## config.mk

```make
export PLATFORM = sky130hd
export DESIGN_NAME = multicycle_control_fsm
export DESIGN_NICKNAME = d
export VERILOG_FILES = /design/src/rtl/mc_ctrl_pkg.sv /design/src/rtl/mc_ctrl_out_decode.sv /design/src/rtl/multicycle_control_fsm.sv
export SDC_FILE = /design/constraint.sdc
export NUM_CORES = 1
export LEC_CHECK = 0
export BUFFER_PORTS_ARGS = -buffer_cell sky130_fd_sc_hd__clkbuf_2
export CORE_MARGIN = 8
export CORE_UTILIZATION = 40
export DETAILED_ROUTE_END_ITERATION = 16
export GPL_TIMING_DRIVEN = 0
export PLACE_DENSITY = 0.65
export REMOVE_ABC_BUFFERS = 1
export SETUP_SLACK_MARGIN = 0.3
export SYNTH_ARGS = -nofsm -noshare
export SYNTH_HDL_FRONTEND = slang
export SYNTH_SLANG_ARGS = --single-unit
```

## constraint.sdc

```tcl
create_clock -name clk -period 2.5 [get_ports clk]
set_input_delay 0.5 -clock clk [delete_from_list [all_inputs] [get_ports clk]]
set_output_delay 0.5 -clock clk [all_outputs]
set_load 0.005 [all_outputs]
```

## src/rtl/mc_ctrl_pkg.sv

```systemverilog
// Shared definitions for the multi-cycle RV32I control FSM:
// opcodes, state encoding, mux/ALUOp encodings and the control word.
package mc_ctrl_pkg;

    localparam logic [6:0] OP_LW  = 7'b0000011;
    localparam logic [6:0] OP_SW  = 7'b0100011;
    localparam logic [6:0] OP_R   = 7'b0110011;
    localparam logic [6:0] OP_I   = 7'b0010011;
    localparam logic [6:0] OP_BEQ = 7'b1100011;
    localparam logic [6:0] OP_JAL = 7'b1101111;

    localparam logic [1:0] ALUOP_ADD   = 2'b00;
    localparam logic [1:0] ALUOP_SUB   = 2'b01;
    localparam logic [1:0] ALUOP_FUNCT = 2'b10;

    localparam logic [1:0] SRCA_PC    = 2'b00;
    localparam logic [1:0] SRCA_OLDPC = 2'b01;
    localparam logic [1:0] SRCA_RS1   = 2'b10;

    localparam logic [1:0] SRCB_RS2  = 2'b00;
    localparam logic [1:0] SRCB_IMM  = 2'b01;
    localparam logic [1:0] SRCB_FOUR = 2'b10;

    localparam logic [1:0] RES_ALUOUT = 2'b00;
    localparam logic [1:0] RES_MEM    = 2'b01;
    localparam logic [1:0] RES_ALU    = 2'b10;

    typedef enum logic [3:0] {
        S_IDLE     = 4'd0,
        S_FETCH    = 4'd1,
        S_DECODE   = 4'd2,
        S_MEMADR   = 4'd3,
        S_MEMREAD  = 4'd4,
        S_MEMWB    = 4'd5,
        S_MEMWRITE = 4'd6,
        S_EXEC_R   = 4'd7,
        S_EXEC_I   = 4'd8,
        S_ALUWB    = 4'd9,
        S_BEQ      = 4'd10,
        S_JAL      = 4'd11,
        S_TRAP     = 4'd12
    } state_e;

    typedef struct packed {
        logic       mem_req;
        logic       mem_write;
        logic       adr_src;
        logic       ir_write;
        logic       pc_write;
        logic       reg_write;
        logic [1:0] alu_src_a;
        logic [1:0] alu_src_b;
        logic [1:0] result_src;
        logic [1:0] alu_op;
    } ctrl_t;

    function automatic logic op_legal(input logic [6:0] op);
        return op inside {OP_LW, OP_SW, OP_R, OP_I, OP_BEQ, OP_JAL};
    endfunction

endpackage

```

## src/rtl/mc_ctrl_out_decode.sv

```systemverilog
// Moore output decode: state -> datapath control word.
// FETCH strobes and the BEQ pc update are qualified by mem_ready/zero.
module mc_ctrl_out_decode
    import mc_ctrl_pkg::*;
(
    input  state_e state,
    input  logic   mem_ready,
    input  logic   zero,
    output ctrl_t  ctrl
);

    // Everything defaults to 0 so IDLE and TRAP drive no enables.
    always_comb begin
        ctrl = '0;
        unique case (state)
            S_FETCH: begin
                ctrl.mem_req   = 1'b1;
                ctrl.alu_src_a = SRCA_PC;
                ctrl.alu_src_b = SRCB_FOUR;
                ctrl.alu_op    = ALUOP_ADD;
                ctrl.ir_write  = mem_ready;
                ctrl.pc_write  = mem_ready;
            end
            S_DECODE: begin
                ctrl.alu_src_a = SRCA_OLDPC;
                ctrl.alu_src_b = SRCB_IMM;
            end
            S_MEMADR: begin
                ctrl.alu_src_a = SRCA_RS1;
                ctrl.alu_src_b = SRCB_IMM;
                ctrl.alu_op    = ALUOP_ADD;
            end
            S_MEMREAD: begin
                ctrl.mem_req = 1'b1;
                ctrl.adr_src = 1'b1;
            end
            S_MEMWB: begin
                ctrl.result_src = RES_MEM;
                ctrl.reg_write  = 1'b1;
            end
            S_MEMWRITE: begin
                ctrl.mem_req   = 1'b1;
                ctrl.mem_write = 1'b1;
                ctrl.adr_src   = 1'b1;
            end
            S_EXEC_R: begin
                ctrl.alu_src_a = SRCA_RS1;
                ctrl.alu_src_b = SRCB_RS2;
                ctrl.alu_op    = ALUOP_FUNCT;
            end
            S_EXEC_I: begin
                ctrl.alu_src_a = SRCA_RS1;
                ctrl.alu_src_b = SRCB_IMM;
                ctrl.alu_op    = ALUOP_FUNCT;
            end
            S_ALUWB: begin
                ctrl.result_src = RES_ALUOUT;
                ctrl.reg_write  = 1'b1;
            end
            S_BEQ: begin
                ctrl.alu_src_a  = SRCA_RS1;
                ctrl.alu_src_b  = SRCB_RS2;
                ctrl.alu_op     = ALUOP_SUB;
                ctrl.result_src = RES_ALUOUT;
                ctrl.pc_write   = zero;
            end
            S_JAL: begin
                ctrl.alu_src_a  = SRCA_OLDPC;
                ctrl.alu_src_b  = SRCB_FOUR;
                ctrl.result_src = RES_ALUOUT;
                ctrl.reg_write  = 1'b1;
                ctrl.pc_write   = 1'b1;
            end
            default: ctrl = '0;
        endcase
    end

endmodule

```

## src/rtl/multicycle_control_fsm.sv

```systemverilog
// Multi-cycle RV32I control FSM with memory wait timeout and sticky traps.
// Define MC_CTRL_PERF_EN to add cycle_cnt / instret_cnt counters.
module multicycle_control_fsm
    import mc_ctrl_pkg::*;
#(
    parameter int TIMEOUT_CYC = 16,
    parameter int CNT_W       = 32
) (
    input  logic       clk,
    input  logic       rst_n,
    input  logic [6:0] op,
    input  logic       zero,
    input  logic       mem_ready,
    output logic       mem_req,
    output logic       mem_write,
    output logic       adr_src,
    output logic       ir_write,
    output logic       pc_write,
    output logic       reg_write,
    output logic [1:0] alu_src_a,
    output logic [1:0] alu_src_b,
    output logic [1:0] result_src,
    output logic [1:0] alu_op,
    output logic       illegal,
    output logic       bus_err,
    output logic [3:0] state_o
`ifdef MC_CTRL_PERF_EN
    ,
    output logic [CNT_W-1:0] cycle_cnt,
    output logic [CNT_W-1:0] instret_cnt
`endif
);

    localparam int WAIT_W = (TIMEOUT_CYC > 1) ? $clog2(TIMEOUT_CYC) : 1;
    localparam bit TO_EN  = (TIMEOUT_CYC > 0);
    localparam logic [WAIT_W-1:0] WAIT_LAST =
        TO_EN ? WAIT_W'(TIMEOUT_CYC - 1) : '0;

    if (CNT_W < 1) begin : g_cnt_w_chk
        $error("CNT_W must be positive");
    end

    state_e            state;
    state_e            state_n;
    ctrl_t             ctrl;
    logic [WAIT_W-1:0] wait_cnt;
    logic              timeout;
    logic              dec_bad;

    mc_ctrl_out_decode u_dec (
        .state     (state),
        .mem_ready (mem_ready),
        .zero      (zero),
        .ctrl      (ctrl)
    );

    // A wait that would reach the limit traps; a same-cycle ready wins.
    assign timeout = TO_EN && ctrl.mem_req && !mem_ready
                     && (wait_cnt == WAIT_LAST);
    assign dec_bad = (state == S_DECODE) && !op_legal(op);

    // Next-state: sequence the instruction, divert to TRAP on timeout.
    always_comb begin
        state_n = state;
        unique case (state)
            S_IDLE:     state_n = S_FETCH;
            S_FETCH:    if (mem_ready) state_n = S_DECODE;
            S_DECODE: begin
                unique case (op)
                    OP_LW, OP_SW: state_n = S_MEMADR;
                    OP_R:         state_n = S_EXEC_R;
                    OP_I:         state_n = S_EXEC_I;
                    OP_BEQ:       state_n = S_BEQ;
                    OP_JAL:       state_n = S_JAL;
                    default:      state_n = S_TRAP;
                endcase
            end
            S_MEMADR:
                state_n = (op == OP_SW) ? S_MEMWRITE : S_MEMREAD;
            S_MEMREAD:  if (mem_ready) state_n = S_MEMWB;
            S_MEMWRITE: if (mem_ready) state_n = S_FETCH;
            S_EXEC_R,
            S_EXEC_I:   state_n = S_ALUWB;
            S_MEMWB,
            S_ALUWB,
            S_BEQ,
            S_JAL:      state_n = S_FETCH;
            S_TRAP:     state_n = S_TRAP;
            default:    state_n = S_IDLE;
        endcase
        if (timeout) state_n = S_TRAP;
    end

    // State register and sticky error flags.
    always_ff @(posedge clk or negedge rst_n) begin
        if (!rst_n) begin
            state   <= S_IDLE;
            illegal <= 1'b0;
            bus_err <= 1'b0;
        end else begin
            state <= state_n;
            if (dec_bad) illegal <= 1'b1;
            if (timeout) bus_err <= 1'b1;
        end
    end

    // Wait counter restarts whenever the state changes.
    always_ff @(posedge clk or negedge rst_n) begin
        if (!rst_n) begin
            wait_cnt <= '0;
        end else if (state_n != state) begin
            wait_cnt <= '0;
        end else if (ctrl.mem_req && !mem_ready) begin
            wait_cnt <= wait_cnt + WAIT_W'(1);
        end
    end

`ifdef MC_CTRL_PERF_EN
    // Active cycles and retired instructions (completion into FETCH).
    always_ff @(posedge clk or negedge rst_n) begin
        if (!rst_n) begin
            cycle_cnt   <= '0;
            instret_cnt <= '0;
        end else begin
            if (state != S_IDLE && state != S_TRAP)
                cycle_cnt <= cycle_cnt + CNT_W'(1);
            if (state_n == S_FETCH && state != S_FETCH && state != S_IDLE)
                instret_cnt <= instret_cnt + CNT_W'(1);
        end
    end
`endif

    assign mem_req    = ctrl.mem_req;
    assign mem_write  = ctrl.mem_write;
    assign adr_src    = ctrl.adr_src;
    assign ir_write   = ctrl.ir_write;
    assign pc_write   = ctrl.pc_write;
    assign reg_write  = ctrl.reg_write;
    assign alu_src_a  = ctrl.alu_src_a;
    assign alu_src_b  = ctrl.alu_src_b;
    assign result_src = ctrl.result_src;
    assign alu_op     = ctrl.alu_op;
    assign state_o    = state;

endmodule

```

==> results.json <==
{
  "io_pins": 31,
  "criticalPathCategory": "reg -> out",
  "ir_drop_mv": 0.516,
  "p_clk_share_pct": 10.4,
  "synth_cell_types": 50,
  "power_leakage_nw": 0.544,
  "switching_share_pct": 46.0,
  "switching_power_w": 0.000636,
  "synthesis.area_um2": 977,
  "die_area_um2": 4280,
  "synth_ff_type": "dfrtp_1",
  "timing.final.crit_share_pct": 84.9,
  "drtIter0Drc": 70,
  "antenna_found_initial": 0,
  "start_util_pct": 40.9,
  "r2r_slack_ps": 450,
  "synth_edf_count": 0,
  "io_buffers": 29,
  "arrival_ps": 1620,
  "wirelength_mm": 2.59,
  "n_fill_cell": 242,
  "critPathRequiredTime_ps": 2000,
  "hold_slack_ps": 86.4,
  "outcome": "finished clean",
  "slew_violations": 0,
  "critPathLaunchType": "flip-flop",
  "cp_max_fo": 13,
  "nets": 169,
  "diodes": 0,
  "cts_buffers": 3,
  "cts.sinks": 10,
  "p_int_w": 0.000746,
  "grt_pass1_wl_mm": 4.20,
  "insertion_delay_ps": 270,
  "core_area_um2": 2390,
  "grt_overflow": 0,
  "grt_start_max_net_pins": 24,
  "wl_per_cell_um": 13.9,
  "syn_avg_cell_area_um2": 7.94,
  "final-setup-viol-count": 0,
  "die_h_um": 65.4,
  "area_growth_pct": 27.1,
  "synth-seq-area-share_pct": 25.6,
  "pre_cts_slack_ps": 119,
  "clkSlewWorstSetupHoldPaths_ps": 70,
  "dp_hpwl_mm": 1.90,
  "end_kind": "primary output",
  "postRouteAntennaNets": 0,
  "viasPerCell": 5.53,
  "cts_tree": "yes",
  "ys_ff_latch": 10,
  "skew_ps": 7.61,
  "comb_power_share_pct": 65.7,
  "placementRows": 18,
  "syn-instance-count": 123,
  "fmax_mhz": 471,
  "power_frac_seq_pct": 23.8,
  "vias": 1029,
  "grtUsageTotal_pct": 11.7,
  "p_total_w": 0.00138,
  "cellPowerDensity_nw_per_um2": 1110,
  "grt_pass1_vias": 939,
  "maxCapViolCount": 0,
  "hold_viol": 0,
  "clock_path_buffers": 2,
  "hp-class": "in -> async",
  "place_congestion": 0.876,
  "synthArstFlopShare_pct": 100,
  "h-tree-depth": 1,
  "ys_warn_count": 0,
  "max_slew_margin_pct": 64.7,
  "finalSetupTns_ps": 0,
  "dr.pass1.iters": 4,
  "setup_slack_ps": 377,
  "drive_above_1_share_pct": 36.5,
  "dieWidth_um": 65.4,
  "rsz0062_at_grt": "false",
  "cts_root_buffer": "clkbuf_4",
  "drc_errors": 0,
  "finalCriticalPeriod_ps": 2120,
  "worst_slew_pin_slew_ps": 525
}
critical path: stages, from the launching register on:
cell and delay, ps:
dfrtp_4 500, or3b_2 530, a21oi_1 190, clkbuf_2 140
power groups by stage:
stage	Combinational (W)	Sequential [W]	Clock, W
after floorplan	0.000519	0.000338	0
after global placement	0.000746	0.000374	0
after detailed placement	0.000757	0.000378	0
after CTS	0.000761	0.000386	0.000149
after global routing	0.00101	0.000344	0.000160
final	0.000909	0.000329	0.000144
path summary, 6_finish.rpt:
path                                 startpoint                 endpoint  cells after the start
max                        state_o[0]$_DFF_PN0_                  mem_req                      3
min                                       rst_n  wait_cnt[3]$_DFFE_PN0P_                      1
max reg2reg                state_o[0]$_DFF_PN0_  wait_cnt[1]$_DFFE_PN0P_                      5
min reg2reg                 bus_err$_DFFE_PN0P_      bus_err$_DFFE_PN0P_                      1
max in group asynchronous                 rst_n     state_o[0]$_DFF_PN0_                      1
min in group clk            bus_err$_DFFE_PN0P_      bus_err$_DFFE_PN0P_                      1
cell families after synthesis:
logic type,after synthesis,synth area share [%]
and+or+nand+nor,62,35.2
AOI/OAI and AO/OA,31,25.7
DFF,10,25.6
buffers and inverters,10,4.35
xor gates and xnor gates,6,5.38
adders and majority gates,2,2.30
other,1,0.384
muxes,1,1.02
sequential cells by signal, indices dropped and copies added (netlist names):
register / cells
wait_cnt: 4
bus_err: 1
state_o: 4
illegal: 1
synth_stat cells (2+ instances only):
library cell,number,area [µm²]
dfrtp_1,10,250
nor3_1,8,40.0
a31oi_1,2,12.5
inv_1,3,11.3
o22ai_1,3,18.8
nand2_1,10,37.5
a21oi_1,7,35.0
buf_1,2,7.51
nand2b_1,8,50.1
nand4_1,2,12.5
nor2_1,15,56.3
o21bai_1,2,15.0
clkbuf_1,3,11.3
o21ai_0,2,10.0
or2b_1,2,15.0
or2_2,3,18.8
nor4_1,2,12.5
and2_1,2,12.5
xnor2_1,2,17.5
nand4b_1,2,17.5
xor2_1,4,35.0
repair_timing:
item | CTS | global route
hold buffers | 0 | 0
setup endpoints to repair | 6 | 1
resized for setup | 6 | 0
buffers inserted | 0 | 7
area by class of cell:
cell class	count	area, µm²	share of cell area, %
inverter	3	11.3	0.906
multi-input combinational	103	689	55.5
timing repair buffer	36	210	16.9
clock buffer	4	36.3	2.92
tap	30	37.5	3.02
sequential	10	258	20.7
placed cells by master, fill, tap and decap left out, drive strengths merged, types with 2 or more instances in the layout:
master | Yosys | layout
a21boi | 2 | 2
a21oi | 7 | 7
a31oi | 2 | 2
and2 | 2 | 2
buf | 4 | 7
clkbuf | 3 | 33
dfrtp | 10 | 10
inv | 3 | 3
nand2 | 10 | 10
nand2b | 8 | 8
nand4 | 2 | 2
nand4b | 2 | 2
nor2 | 16 | 16
nor3 | 8 | 8
nor4 | 2 | 2
o21ai | 2 | 2
o21bai | 2 | 2
o22ai | 4 | 4
or2 | 3 | 3
or2b | 2 | 2
or3 | 2 | 2
xnor2 | 2 | 2
xor2 | 4 | 4
per-stage QoR:
| stage | util, % | area, µm² | std cells |
|---|---|---|---|
| after global routing | 52.0 | 1240 | 186 |
| after global placement | 47.3 | 1130 | 175 |
| after floorplan | - | 946 | 116 |
| after detailed placement | 47.3 | 1130 | 175 |
| final | 52.0 | 1240 | 186 |
| after CTS | 49.3 | 1180 | 179 |
layer usage:
metal | wire length (µm) | GRT usage [%] | up-vias
li1 | - | - | 519
met1 | 1210 | 15.3 | 478
met2 | 1170 | 17.6 | 32
met3 | 208 | 5.10 | 0
met4 | 0 | 2.18 | 0
met5 | 0 | 0 | -
Power figures use the tool's default switching activity.
